[config.mk]
export PLATFORM = sky130hd
export DESIGN_NAME = clk_div_multi
export DESIGN_NICKNAME = d
export VERILOG_FILES = /design/src/rtl/clk_div_pkg.sv /design/src/rtl/clk_div_ch.sv /design/src/rtl/clk_div_multi.sv
export SDC_FILE = /design/constraint.sdc
export NUM_CORES = 1
export LEC_CHECK = 0
export ABC_AREA = 0
export CORE_ASPECT_RATIO = 1.2
export CORE_MARGIN = 8
export CORE_UTILIZATION = 50
export CTS_CLUSTER_SIZE = 40
export DETAILED_ROUTE_END_ITERATION = 10
export PLACE_DENSITY = 0.71
export SLEW_MARGIN = 20
export SYNTH_ARGS = -nofsm -noshare
export SYNTH_HDL_FRONTEND = slang
export SYNTH_SLANG_ARGS = --single-unit
[constraint.sdc]
create_clock -name clk -period 15.07 [get_ports clk]
set_clock_uncertainty 0.2 [all_clocks]
set_input_delay 3.014 -clock clk [delete_from_list [all_inputs] [get_ports clk]]
set_output_delay 3.014 -clock clk [all_outputs]
set_load 0.02 [all_outputs]
[src/rtl/clk_div_pkg.sv]
// Shared constants and helpers for the multi-channel clock divider.
// The minimum effective divisor is 2, so every period has a low and a high phase.
package clk_div_pkg;

  localparam int CNT_W_DEF = 16;
  localparam int DIV_MIN   = 2;

  typedef logic [CNT_W_DEF-1:0] div_t;

  function automatic div_t eff_div(input div_t value);
    return (value < div_t'(DIV_MIN)) ? div_t'(DIV_MIN) : value;
  endfunction

endpackage

[src/rtl/clk_div_ch.sv]
// One divider channel: period counter, shadow/active divisor pair, tick strobe and divided clock.
// A new divisor takes effect only at a period boundary: wrap, sync, or any edge while disabled.
module clk_div_ch
  import clk_div_pkg::*;
#(
  parameter int CNT_W       = 16,
  parameter int DEFAULT_DIV = 100
) (
  input  logic             clk,
  input  logic             rst,
  input  logic             en,
  input  logic             sync,
  input  logic             we,
  input  logic [CNT_W-1:0] wr_val,
  output logic             tick,
  output logic             clk_div,
  output logic [CNT_W-1:0] div_cur
);

  logic [CNT_W-1:0] cnt;
  logic [CNT_W-1:0] active;
  logic [CNT_W-1:0] shadow;
  logic             pending;

  logic [CNT_W-1:0] d_eff;
  logic [CNT_W-1:0] half;
  logic [CNT_W-1:0] cnt_next;
  logic [CNT_W-1:0] shadow_next;
  logic [CNT_W-1:0] active_next;
  logic             pending_next;
  logic             wrap;
  logic             boundary;
  logic             clk_div_next;

  always_comb begin
    d_eff        = (active < CNT_W'(DIV_MIN)) ? CNT_W'(DIV_MIN) : active;
    half         = d_eff >> 1;
    // sync outranks the natural wrap, so an aborted period never produces a tick
    wrap         = en && !sync && (cnt >= d_eff - CNT_W'(1));
    boundary     = !en || sync || wrap;
    shadow_next  = we ? wr_val : shadow;
    pending_next = pending | we;
    active_next  = active;
    if (boundary) begin
      active_next  = shadow_next;
      pending_next = 1'b0;
    end
    cnt_next = '0;
    if (en && !sync && !wrap) begin
      cnt_next = cnt + CNT_W'(1);
    end
    // compare against the divisor of the period in progress; cnt_next is 0 on any boundary
    clk_div_next = en && (cnt_next >= half);
  end

  always_ff @(posedge clk or negedge rst) begin
    if (!rst) begin
      cnt     <= '0;
      active  <= CNT_W'(DEFAULT_DIV);
      shadow  <= CNT_W'(DEFAULT_DIV);
      pending <= 1'b0;
      tick    <= 1'b0;
      clk_div <= 1'b0;
    end else begin
      cnt     <= cnt_next;
      active  <= active_next;
      shadow  <= shadow_next;
      pending <= pending_next;
      tick    <= wrap;
      clk_div <= clk_div_next;
    end
  end

  assign div_cur = active;

endmodule

[src/rtl/clk_div_multi.sv]
// Multi-channel clock divider: write decode, sync fan-out and output packing around clk_div_ch.
// div_we is a single-cycle strobe with no back-pressure; out-of-range div_sel values are dropped.
module clk_div_multi
  import clk_div_pkg::*;
#(
  parameter  int NUM_CH      = 2,
  parameter  int CNT_W       = 16,
  parameter  int DEFAULT_DIV = 100,
  localparam int SEL_W       = (NUM_CH > 1) ? $clog2(NUM_CH) : 1
) (
  input  logic                    clk,
  input  logic                    rst,
  input  logic [NUM_CH-1:0]       en,
  input  logic                    sync,
  input  logic                    div_we,
  input  logic [SEL_W-1:0]        div_sel,
  input  logic [CNT_W-1:0]        div_val,
  output logic [NUM_CH-1:0]       tick_o,
  output logic [NUM_CH-1:0]       clk_div_o,
  output logic [NUM_CH*CNT_W-1:0] div_cur_o
);

  logic [NUM_CH-1:0] ch_we;

  for (genvar i = 0; i < NUM_CH; i++) begin : g_ch
    assign ch_we[i] = div_we && (div_sel == SEL_W'(i));

    clk_div_ch #(
      .CNT_W      (CNT_W),
      .DEFAULT_DIV(DEFAULT_DIV)
    ) u_ch (
      .clk    (clk),
      .rst    (rst),
      .en     (en[i]),
      .sync   (sync),
      .we     (ch_we[i]),
      .wr_val (div_val),
      .tick   (tick_o[i]),
      .clk_div(clk_div_o[i]),
      .div_cur(div_cur_o[i*CNT_W +: CNT_W])
    );
  end

endmodule

==> flow_summary.json, run 1 <==
{
  "crit_path_cell_trace": "nor4_1 -> and4b_1 -> nand2_1 -> o21ai_0 -> ha_1 -> nand3_1 -> or3_1 -> nor3_1 -> xnor2_1 -> ha_1 -> a21oi_1 -> a21boi_0 -> nor4_1 -> nand3_1 -> buf_4 -> nor2_1 -> ha_1 -> o211ai_1 -> a21oi_1 -> nor4_1 -> o21ai_0 -> a2111oi_0 -> o2bb2ai_1",
  "htreeDepth": 3,
  "dieArea_um2": 15800,
  "hold_viol_final": 0,
  "grt_util_all_layers_pct": 18.2,
  "setup_ws_ps": 8720,
  "num_rows": 44,
  "slew_headroom_pct": 36.9,
  "mostFrequentLayoutCell": "dfrtp_1",
  "cpPeakStageDelay_ps": 580,
  "yosysSeqAreaShare_pct": 41.8,
  "syn_inst": 553,
  "holdWs_ps": 294,
  "clk_pin_slew_ps": 70,
  "first_pass_iters": 4,
  "hold_path_depth": 1,
  "syn_nets": 642,
  "die_y_um": 136,
  "criticalPathCategory": "reg -> reg",
  "synth-edff-count": 0,
  "start_util_pct": 50.4,
  "final_nets": 700,
  "ir_worst_vdd_uv": 49.0,
  "finalNonFillerCells": 777,
  "maxCapViolCount": 0,
  "overflow": 0,
  "cpMaxStageDelayCell": "nor4_1",
  "areaGrowthSynthToFinish_pct": 16.5,
  "clock_latency_ps": 350,
  "placed_cells": 761,
  "synth.avg_cell_area_um2": 10.9,
  "fin_tns_setup_ps": 0,
  "core_area_um2": 11900,
  "powerDensity_nw_per_um2": 109,
  "ant_nets": 0,
  "rsz0062_at_grt": "false",
  "port_buffers": 58,
  "synth_cell_types": 50,
  "status": "finished, final reports clean",
  "rrSetupSlack_ps": 8720,
  "preCtsSetupSlack_ps": 8620,
  "cts_resized": 0,
  "leakagePower_uw": 0.00316,
  "first_iter_violations": 244,
  "avgRoutedWirePerCell_um": 17.4,
  "cts_sinks": 100,
  "cts_buffers": 9,
  "reg2reg_from": "g_ch[0].u_ch.div_cur[8]",
  "clockBufferDepth": 2,
  "post-route-period-util_pct": 42.1,
  "hp-start": "g_ch[0].u_ch.shadow[8]",
  "gp_congestion": 0.903,
  "drc_errors": 0,
  "grt_pass1_vias": 4624,
  "cts_setup_buffers": 0,
  "grt_pass1_wl_um": 22600,
  "synthFlopType": "dfrtp_1",
  "drv_slew": 0,
  "antenna_cells": 0,
  "worstPathRequired_ps": 15100,
  "finalCriticalPeriod_ps": 6350,
  "crit_fanout": 32,
  "worstMarginPinSlew_ps": 947,
  "die_x_um": 116,
  "antenna_found_initial": 0,
  "clock.fmax_mhz": 158,
  "drt_wl_total_um": 13500,
  "vias": 4363,
  "place_hpwl_um": 10600,
  "startpoint_type": "register",
  "end_kind": "register",
  "r2r-end": "g_ch[0].u_ch.clk_div",
  "drive_gt1_share_pct": 16.1,
  "holdBufCountCts": 0,
  "cts_tree": "built",
  "async_flop_share_pct": 100,
  "syn_area_um2": 6020,
  "ys_ff_latch": 100,
  "hp-class": "reg -> reg",
  "whs_endpoint": "g_ch[0].u_ch.shadow[8]",
  "grt_max_degree": 78,
  "finalSetupViolations": 0,
  "rr_worst_depth": 23,
  "ys.warnings.count": 0,
  "vias_per_cell": 5.62,
  "io_pins": 59,
  "final_cell_mix": "dfrtp_1, ha_1, clkdlybuf4s50_1",
  "clock-root-buffer": "clkbuf_16",
  "cp_data_arrival_time_ps": 6380
}
kinds of logic after synthesis:
family	share of synthesized area, %
XOR/XNOR	7.57
multiplexers	12.8
adder cells (fa/ha/maj)	13.7
AND/OR/NAND/NOR	13.0
flip-flops	41.8
buffers and inverters	4.20
AO/OA/AOI/OAI	6.90
critical path: cells and delay by family (launching register included):
kind,cells,cell delay [ps]
and+or+nand+nor,10,2640
adders and majority gates,3,830
DFF,1,460
xor gates and xnor gates,1,180
buffers and inverters,1,280
AOI/OAI and AO/OA,8,1630
area by class of cell:
class | count | area [µm²]
flip-flops and latches | 100 | 2520
clock buffers | 9 | 225
inverters | 39 | 146
well taps | 161 | 201
repair buffers | 61 | 601
fillers | 989 | 4930
clock inverters | 7 | 75.1
multi-input cells | 400 | 3250
through the flow:
stage / area, µm² / utilization (%) / power, µW
finish: 7010 / 58.7 / 762
global route: 7010 / 58.7 / 800
CTS: 7010 / 58.7 / 768
detailed placement: 6710 / 56.2 / 531
global placement: 6710 / 56.2 / 523
floorplan: 6020 / - / 451
per-layer routing:
layer | part of all wire (%) | GRT usage, % | vias to the layer above
met1 | 42 | 21.5 | 2158
met3 | 3.9 | 2.31 | 31
met5 | 0 | 0 | -
li1 | - | - | 2075
met2 | 51 | 31.4 | 99
met4 | 3.1 | 9.68 | 0
how the worst max path moves through the flow:
stage / startpoint / to / slack [ps] / depth (start not counted)
floorplan: g_ch[1].u_ch.div_cur[10] / g_ch[1].u_ch.clk_div / 9370 / 24
global placement: en[0] / g_ch[0].u_ch.clk_div / 8830 / 13
detailed placement: en[0] / g_ch[0].u_ch.clk_div / 8620 / 13
CTS: g_ch[0].u_ch.div_cur[8] / g_ch[0].u_ch.clk_div / 8690 / 23
global route: g_ch[0].u_ch.div_cur[8] / g_ch[0].u_ch.clk_div / 8320 / 23
finish: g_ch[0].u_ch.div_cur[8] / g_ch[0].u_ch.clk_div / 8720 / 23
cell usage after synthesis, drive strengths merged (3+ instances only):
library cell  instances  area share, %
and3                  5           0.52
or4                   3           0.37
o211ai                3           0.37
inv                  39            2.4
xor2                 20            2.9
nand3                21            1.7
nand2                22            1.4
mux2                 64             13
clkbuf                5           0.31
nor3                 10           0.83
and2                  3           0.31
nand4                10            1.0
o21a                  6           0.75
nor4                 11            1.1
dfrtp                88             37
ha                   66             14
a21oi                13            1.1
nor2                 52            3.2
or3                   3           0.31
nand2b                5           0.52
buf                   9            1.5
o21ai                12            1.0
a211oi                5           0.62
dfstp                12            5.2
and4                  4           0.58
xnor2                32            4.7
nor2b                 7           0.73
flip-flops by register name, indices dropped and copies added, names as in the netlist:
name,flops
g_ch.u_ch.clk_div,2
g_ch.u_ch.cnt,32
g_ch.u_ch.div_cur,32
g_ch.u_ch.tick,2
g_ch.u_ch.shadow,32
power breakdown:
group | leakage [µW] | internal [µW] | switching (µW)
Clock | 0.000144 | 130 | 107
Combinational | 0.00178 | 96.4 | 94.2
Sequential | 0.00124 | 301 | 33.8
Total | 0.00316 | 527 | 235
No activity file was read; power rests on OpenSTA's default activity.
==> inputs of run 2 (changes only) <==
==> constraint.sdc (replaced) <==
create_clock -name clk -period 6.1 [get_ports clk]
set_clock_uncertainty 0.2 [all_clocks]
set_input_delay 1.22 -clock clk [delete_from_list [all_inputs] [get_ports clk]]
set_output_delay 1.22 -clock clk [all_outputs]
set_load 0.02 [all_outputs]
==> flow_summary.json, run 2 (synthesized netlist as in run 1, its figures left out) <==
{
  "cp_top_family": "simple AND/OR/NAND/NOR gates",
  "finalCriticalPeriod_ps": 5680,
  "first_pass_iters": 4,
  "finalNonFillerCells": 791,
  "clock_latency_ps": 350,
  "start_util_pct": 50.4,
  "final_cell_mix": "dfrtp_1, ha_1, clkdlybuf4s50_1",
  "final_nets": 714,
  "io_pins": 59,
  "hp-class": "reg -> reg",
  "place_area_um2": 6820,
  "clock.fmax_mhz": 176,
  "antenna_cells": 0,
  "placed_cells": 775,
  "cp_data_arrival_time_ps": 5720,
  "clockBufferDepth": 2,
  "cpPeakStageDelay_ps": 610,
  "drt_wl_total_um": 13800,
  "holdWs_ps": 289,
  "die_y_um": 136,
  "worstMarginPinSlew_ps": 751,
  "drive_gt1_share_pct": 18.4,
  "power_uw": 1930,
  "post-route-period-util_pct": 93.2,
  "vias_per_cell": 5.49,
  "grt_max_degree": 56,
  "grt_pass1_vias": 4606,
  "slew_headroom_pct": 49.9,
  "areaGrowthSynthToFinish_pct": 19.0,
  "drc_errors": 0,
  "holdBufCountCts": 0,
  "leakagePower_uw": 0.00325,
  "clock-root-buffer": "clkbuf_16",
  "cpMaxStageDelayCell": "or4_1",
  "end_kind": "register",
  "clkPwrFrac_pct": 31.6,
  "finish.instance_area_um2": 7160,
  "overflow": 0,
  "maxCapViolCount": 0,
  "status": "finished, final reports clean",
  "worstPathRequired_ps": 6130,
  "grt_util_all_layers_pct": 18.6,
  "criticalPathCategory": "reg -> reg",
  "place_hpwl_um": 10700,
  "p_int_uw": 1360,
  "powerDensity_nw_per_um2": 270,
  "avgRoutedWirePerCell_um": 17.4,
  "gp_congestion": 0.934,
  "swShare_pct": 29.5,
  "dieArea_um2": 15800,
  "port_buffers": 58,
  "num_rows": 44,
  "critPathBufInv": 1,
  "hold_viol_final": 0,
  "core_area_um2": 11900,
  "finalSetupViolations": 0,
  "htreeDepth": 3,
  "drv_slew": 0,
  "p_switching_uw": 571,
  "cts_buffers": 9,
  "pwr-share-seq_pct": 42.1,
  "crit_fanout": 10,
  "share_comb_of_total_power_pct": 26.3,
  "antenna_found_initial": 0,
  "ir_worst_vdd_uv": 127,
  "ant_nets": 0,
  "mostFrequentLayoutCell": "dfrtp_1",
  "grt_pass1_wl_um": 22800,
  "crit_path_cell_trace": "or4_1 -> nor4_2 -> nand3_1 -> or3_1 -> nand2_1 -> ha_1 -> nand3_1 -> nor4_1 -> xnor2_1 -> ha_1 -> nor2b_1 -> o21ai_0 -> o21ai_0 -> or4_1 -> buf_4 -> nor2_1 -> ha_1 -> a211oi_1 -> o21ai_0 -> nor2b_1 -> o32a_1 -> o2bb2ai_1",
  "die_x_um": 116,
  "cts_sinks": 100,
  "cts_tree": "built",
  "first_iter_violations": 199,
  "clk_pin_slew_ps": 70,
  "startpoint_type": "register",
  "vias": 4345
}
[run 2: final cells by class]
| type | count | area, µm² |
|---|---|---|
| clock buffers | 13 | 280 |
| inverters | 39 | 146 |
| repair buffers | 75 | 706 |
| flip-flops and latches | 100 | 2520 |
| clock inverters | 3 | 42.5 |
| well taps | 161 | 201 |
| fillers | 1020 | 4790 |
| multi-input cells | 400 | 3270 |
[run 2: metal layers]
metal,GRT usage (%),share of wire (%)
met1,20.4,41
met2,34.0,53
met3,3.56,4.4
met4,7.87,2.1
met5,0,0
[run 2: worst paths after layout]
path / slack, ps / depth (start not counted) / end / startpoint
setup reg to reg: 420 / 22 / g_ch[1].u_ch.clk_div / g_ch[1].u_ch.div_cur[10]
hold reg to reg: 290 / 1 / g_ch[0].u_ch.shadow[0] / g_ch[0].u_ch.shadow[0]
max in group asynchronous: 3940 / 2 / g_ch[0].u_ch.cnt[12] / rst
min in group asynchronous: 660 / 1 / g_ch[1].u_ch.cnt[5] / rst
hold / removal: 290 / 1 / g_ch[0].u_ch.shadow[0] / g_ch[0].u_ch.shadow[0]
setup / recovery: 420 / 22 / g_ch[1].u_ch.clk_div / g_ch[1].u_ch.div_cur[10]
[run 2: through the flow]
step,TNS (ps),utilization [%],setup slack (ps)
2_1_floorplan,0,-,401
3_3_place_gp,0,57.1,423
3_5_place_dp,0,57.1,220
4_1_cts,0,59.8,217
5_1_grt,-6.70,59.9,-6.70
6_report,0,59.9,415
[run 2: power by group through the flow]
| stage | registers, µW | clock network, µW | logic [µW] |
|---|---|---|---|
| after CTS | 812 | 627 | 512 |
| after global routing | 823 | 646 | 560 |
| final | 812 | 610 | 508 |
| after floorplan | 858 | 0 | 256 |
| after global placement | 819 | 0 | 493 |
| after detailed placement | 823 | 0 | 508 |
[run 2: what timing repair did]
item	in CTS	in global routing
buffers inserted	0	0
gates resized for setup	0	5
endpoints found under the setup margin	0	2
==> inputs of run 3 (changes only) <==
--- a/config.mk
+++ b/config.mk
@@ -9,7 +9,7 @@
 export CORE_ASPECT_RATIO = 1.2
 export CORE_MARGIN = 8
 export CORE_UTILIZATION = 50
-export CTS_CLUSTER_SIZE = 40
+export CTS_CLUSTER_SIZE = 20
 export DETAILED_ROUTE_END_ITERATION = 10
 export PLACE_DENSITY = 0.71
 export SLEW_MARGIN = 20
==> results of run 3 <==
The final DEF is identical to that of run 2; final timing and power are the same.
==> variant 1: new RTL, flow settings as in run 1 <==
Register the output `div_cur_o`; this adds one clock of latency there. The other outputs are not delayed to match.
--- a/src/rtl/clk_div_multi.sv
+++ b/src/rtl/clk_div_multi.sv
@@ -21,4 +21,6 @@
 );
 
+  logic [NUM_CH*CNT_W-1:0] div_cur_d;
+
   logic [NUM_CH-1:0] ch_we;
 
@@ -38,6 +40,10 @@
       .tick   (tick_o[i]),
       .clk_div(clk_div_o[i]),
-      .div_cur(div_cur_o[i*CNT_W +: CNT_W])
+      .div_cur(div_cur_d[i*CNT_W +: CNT_W])
     );
+  end
+
+  always_ff @(posedge clk) begin
+      div_cur_o <= div_cur_d;
   end
 
Check against the original RTL: not equivalent (Yosys sat finds a counterexample within 4 cycles, from zero or initial values and one cycle with rst low).
==> variant 1 against run 1 <==
Count of clock-buffer cells in the layout rose by 13. Non-clock buffer count is 1 lower. Area after synthesis grew 9.6%. Synthesized cell count increased by 11%. Worst hold slack lost 0.094 ns. Worst setup slack worse by 0.16 ns. Utilization up 1.9 points. Power rose by 37%. Die area is 8.4% higher. Final area is 13% higher. Sequential cell count rose by 32. Routed wire length increased by 10%. Clock power increased by 81%. Via count up 7.6%.
==> variant 1: results (changes against run 1) <==
The maximum resistive drop on vdd came out at 76.5 uV (+56%). The maximum single-stage delay on the critical path came out at 0.52 ns (-0.06 ns). The cell family contributing the most delay on the critical path is compound AO/OA/AOI/OAI gates. The post-synth net total is 702 (+9.3%). The deepest clock path buffer count was 2 (unchanged). Sorting the synthesized cells by area gives the leading types as sky130_fd_sc_hd__dfrtp_1 33%, sky130_fd_sc_hd__ha_1 13%, sky130_fd_sc_hd__dfxtp_1 9.7%. The fraction of the yosys area taken by sequential cells is 0.479 (+0.0604). The final non-filler cell total came to 856 (+10%). The fraction of registers with async set or reset after synthesis came out at 0.758 (-0.242). After clock tree synthesis, the clock-pin slew on the worst setup and hold paths is 0.06 ns. The total number of vias is 4695 (+7.6%). The iteration count of the initial detailed-routing pass is 4 (unchanged). The standby leakage power came out at 0.00349 uW (+10%). The estimated wirelength of the detail-placed design came to 11.0 mm (+4.3%). The count of unique library cells instantiated by Yosys is 50 (unchanged). The gate count after technology mapping is 613 (+11%).

The total number of H-tree levels came out at 4 (+1). The fraction of layout instances using a drive strength above 1 came to 0.126 (-0.0343). The filler cell count in the final layout was 1022 (+3.3%). The global placer's final weighted congestion is 0.842 (-6.8%). The highest-delay cell along the critical path is sky130_fd_sc_hd__a211oi_1.

The post-layout net count came to 764 (+9.1%). The number of global-route vias before repair came out at 5135 (+11%). The detailed-route wire length on metal 1 is 5.98 mm (+6.2%). The largest net degree at the start of global routing is 54 (-31%).

The met2 demand-to-capacity share in global routing is 0.340 (+0.0263). The placement-stage cell area is 7310 um2 (+8.9%). In this run the top signal layer used is met4. The met3 track demand over resource in global routing came out at 0.0449 (+0.0218). The maximum net fanout on the critical path was 34 (+6.3%).

The initial detailed-routing violation count is 254 (+4.1%). The average wire per cell in the routed design came out at 17.4 um (about the same). The initial antenna violation count was 0 (unchanged). The worst max-slew margin expressed relative to the limit came to 0.482 (+0.114). The clock tree root buffer cell is sky130_fd_sc_hd__clkbuf_16. The count of synthesis-stage warnings from yosys is 0 (unchanged). The global routing met1 resource utilization came out at 0.204 (-0.0111). After synthesis, the most frequently instantiated cells are 88 x sky130_fd_sc_hd__dfrtp_1, 67 x sky130_fd_sc_hd__nor2_1, 66 x sky130_fd_sc_hd__ha_1, 40 x sky130_fd_sc_hd__inv_1, 37 x sky130_fd_sc_hd__mux2_2.

The global-route wire length before repair was 25.2 mm (+12%). The post-CTS resize count came out at 0 (unchanged). The arrival time of the worst setup path is 6.58 ns (+0.20 ns). The wire length on met3 came out at 555 um (+4.1%).

The total placed cells including tap cells is 824 (+8.3%). The total area of sequential cells came out at 3160 um2 (+25%). The clock network latency to the later pin of the worst-skew pair is 0.41 ns (+0.06 ns). The sum of met2 wire segment lengths after detailed routing is 7.96 mm (+15%).

The antenna cell count is 0 (unchanged). The count of input and output buffers is 58 (unchanged). The overall fraction of global-route tracks in use came out at 0.187 (+0.00518). The run finished with clean final reports. The total CTS buffers is 17 (+8). The number of buffers inserted by post-CTS setup repair came out at 0 (unchanged). The post-placement setup slack came to 8.37 ns (-0.245 ns). The path category of the worst min-delay check is flop to flop.
==> variant 1: cell types whose count changed after synthesis, sizes merged, moves of 3 or more <==
cell          run 1  this run
dfxtp             0        32
a21oi            13        32
nand4            10        13
o21ai            12        16
nor2b             7         4
mux2             64        48
nor4             11         7
xor2             20        23
nor2             52        67
==> variant 1: report_power, final <==
group	internal, uW	switching (uW)
clock network	280	148
registers	400	32.3
logic	84.5	96.9
total	765	277
==> variant 1: area by class of cell <==
type | count | share of cell area
Clock buffer | 22 | 0.0573
Timing Repair Buffer | 60 | 0.0749
Multi-Input combinational cell | 423 | 0.404
Clock inverter | 10 | 0.0196
Sequential cell | 132 | 0.399
Inverter | 41 | 0.0194
Tap cell | 168 | 0.0265
==> variant 1: path summary, 6_finish.rpt <==
check	cells past startpoint	to	slack (ns)	from
worst min register to register	0	div_cur_o[20]	0.20	g_ch[1].u_ch.div_cur[4]
worst max register to register	22	g_ch[0].u_ch.clk_div	8.56	g_ch[0].u_ch.div_cur[4]
max in group asynchronous	2	g_ch[1].u_ch.cnt[6]	11.13	rst
min in group asynchronous	1	g_ch[1].u_ch.div_cur[4]	2.45	rst
worst min-delay path	0	div_cur_o[20]	0.20	g_ch[1].u_ch.div_cur[4]
worst max-delay path	22	g_ch[0].u_ch.clk_div	8.56	g_ch[0].u_ch.div_cur[4]
==> variant 1: cell families (layout without fill, tap and decap cells) <==
kind of cell	count (synthesis)	after routing	synth area share
compound gates	80	80	0.0757
xor+xnor	53	53	0.0704
flops	132	132	0.479
simple gates	176	176	0.131
mux	48	48	0.0819
fa+ha+maj	66	66	0.125
buf+inv	58	133	0.0368
==> variant 2: new RTL, flow settings as in run 1 <==
Without the edit above. `CNT_W` is set to 16 in 2 places; all go to 18.
--- a/src/rtl/clk_div_ch.sv
+++ b/src/rtl/clk_div_ch.sv
@@ -4,5 +4,5 @@
   import clk_div_pkg::*;
 #(
-  parameter int CNT_W       = 16,
+  parameter int CNT_W       = 18,
   parameter int DEFAULT_DIV = 100
 ) (
--- a/src/rtl/clk_div_multi.sv
+++ b/src/rtl/clk_div_multi.sv
@@ -5,5 +5,5 @@
 #(
   parameter  int NUM_CH      = 2,
-  parameter  int CNT_W       = 16,
+  parameter  int CNT_W       = 18,
   parameter  int DEFAULT_DIV = 100,
   localparam int SEL_W       = (NUM_CH > 1) ? $clog2(NUM_CH) : 1
Ports: changed (resized div_cur_o and div_val); port bits go from 59 to 65. The function was not compared with the original's and may differ.
==> variant 2 against run 1 <==
Power up 7.8%. Routed wire length rose by 15%. Area after synthesis is 11% higher. Count of clock-buffer cells in the layout grew 2. Highest routed layer unchanged. Largest power group unchanged. Worst setup slack improved by 0.12 ns. Final area grew 11%. Sequential cell count grew 12.
==> variant 2: results (changes against run 1) <==
The adder-cell area share of the yosys netlist came out at 0.138 (+0.000768). The estimated wirelength of the detail-placed design came out at 12.2 mm (+15%). The highest-delay cell along the critical path is sky130_fd_sc_hd__or4_4. The fraction of the mapped netlist area in compound gates is 0.0597 (-0.00935).

The post-synthesis xor/xnor area fraction is 0.0794 (+0.00376). The run finished with clean final reports. The worst hold path begins at g_ch[0].u_ch.shadow[9]. The average wire per cell in the routed design is 17.9 um (+3.0%). The overall fraction of global-route tracks in use is 0.187 (+0.00513). The worst max-slew margin expressed relative to the limit came out at 0.384 (+0.0156). The critical path ends at g_ch[1].u_ch.clk_div. The largest net degree at the start of global routing is 76 (-2.6%).

The reported net switching power is 260 uW (+11%). The count of input and output buffers came out at 64 (+10%). The post-route fraction of the period consumed by the critical path came out at 0.413 (-0.00799). The number of clock buffers in the layout is 11 (+2). The number of sinks on the clock net came to 112 (+12%). The number of global-route vias before repair was 5111 (+11%).

The global placer's final weighted congestion is 0.889 (-1.6%). The proportion of cell area spent on the clock network is 0.0374 (-0.00544). Counting instances in the post-synthesis netlist gives the leading cell types as 100 x sky130_fd_sc_hd__dfrtp_1, 74 x sky130_fd_sc_hd__ha_1, 72 x sky130_fd_sc_hd__mux2_2, 63 x sky130_fd_sc_hd__nor2_1, 42 x sky130_fd_sc_hd__inv_1. The fraction of layout instances using a drive strength above 1 is 0.170 (+0.00929). The total area of sequential cells is 2820 um2 (+12%).

The post-synthesis mux area share is 0.121 (-0.00703). By area the synthesized netlist is led by sky130_fd_sc_hd__dfrtp_1 37%, sky130_fd_sc_hd__ha_1 14%, sky130_fd_sc_hd__mux2_2 12%. The multi-input combinational cell area came out at 3660 um2 (+13%). The filler cell count in the final layout came out at 1123 (+14%). The maximum net fanout on the critical path came out at 38 (+19%).

The power density over the cells was 105 nW/um2 (-3.0%). The sink of the worst hold path is g_ch[0].u_ch.shadow[9]. The number of non-clock inverters in the layout came to 42 (+7.7%). The placement-stage cell area is 7510 um2 (+12%). The sequential power is 373 uW (+11%).
-- variant 2: cell count changes in the layout (fill, tap and decap cells not counted), sizes merged, moves of 8 or more --
| cell | change |
|---|---|
| a21oi | +16 |
| dfrtp | +12 |
| ha | +8 |
| mux2 | +8 |
| nand2 | +8 |
| nand4 | +11 |
| nor2 | +11 |
| xnor2 | +10 |
-- variant 2: kinds of logic after synthesis --
kind of cell | Yosys count
compound gates | 64
mux | 72
buf+inv | 57
xor+xnor | 60
flops | 112
fa+ha+maj | 74
simple gates | 192
-- variant 2: through the flow --
stage          hold slack (ns)  total power [uW]
3_3_place_gp             0.275               585
3_5_place_dp             0.282               592
4_1_cts                  0.299               829
6_report                 0.296               822
2_1_floorplan            0.267               501
5_1_grt                  0.311               866
-- variant 2: per-layer routing --
metal	up-vias	routed length [um]	track usage
met2	87	7970	0.327
met1	2383	6680	0.224
met3	21	591	0.0363
li1	2365	-	-
met5	-	0	0
met4	0	318	0.0638
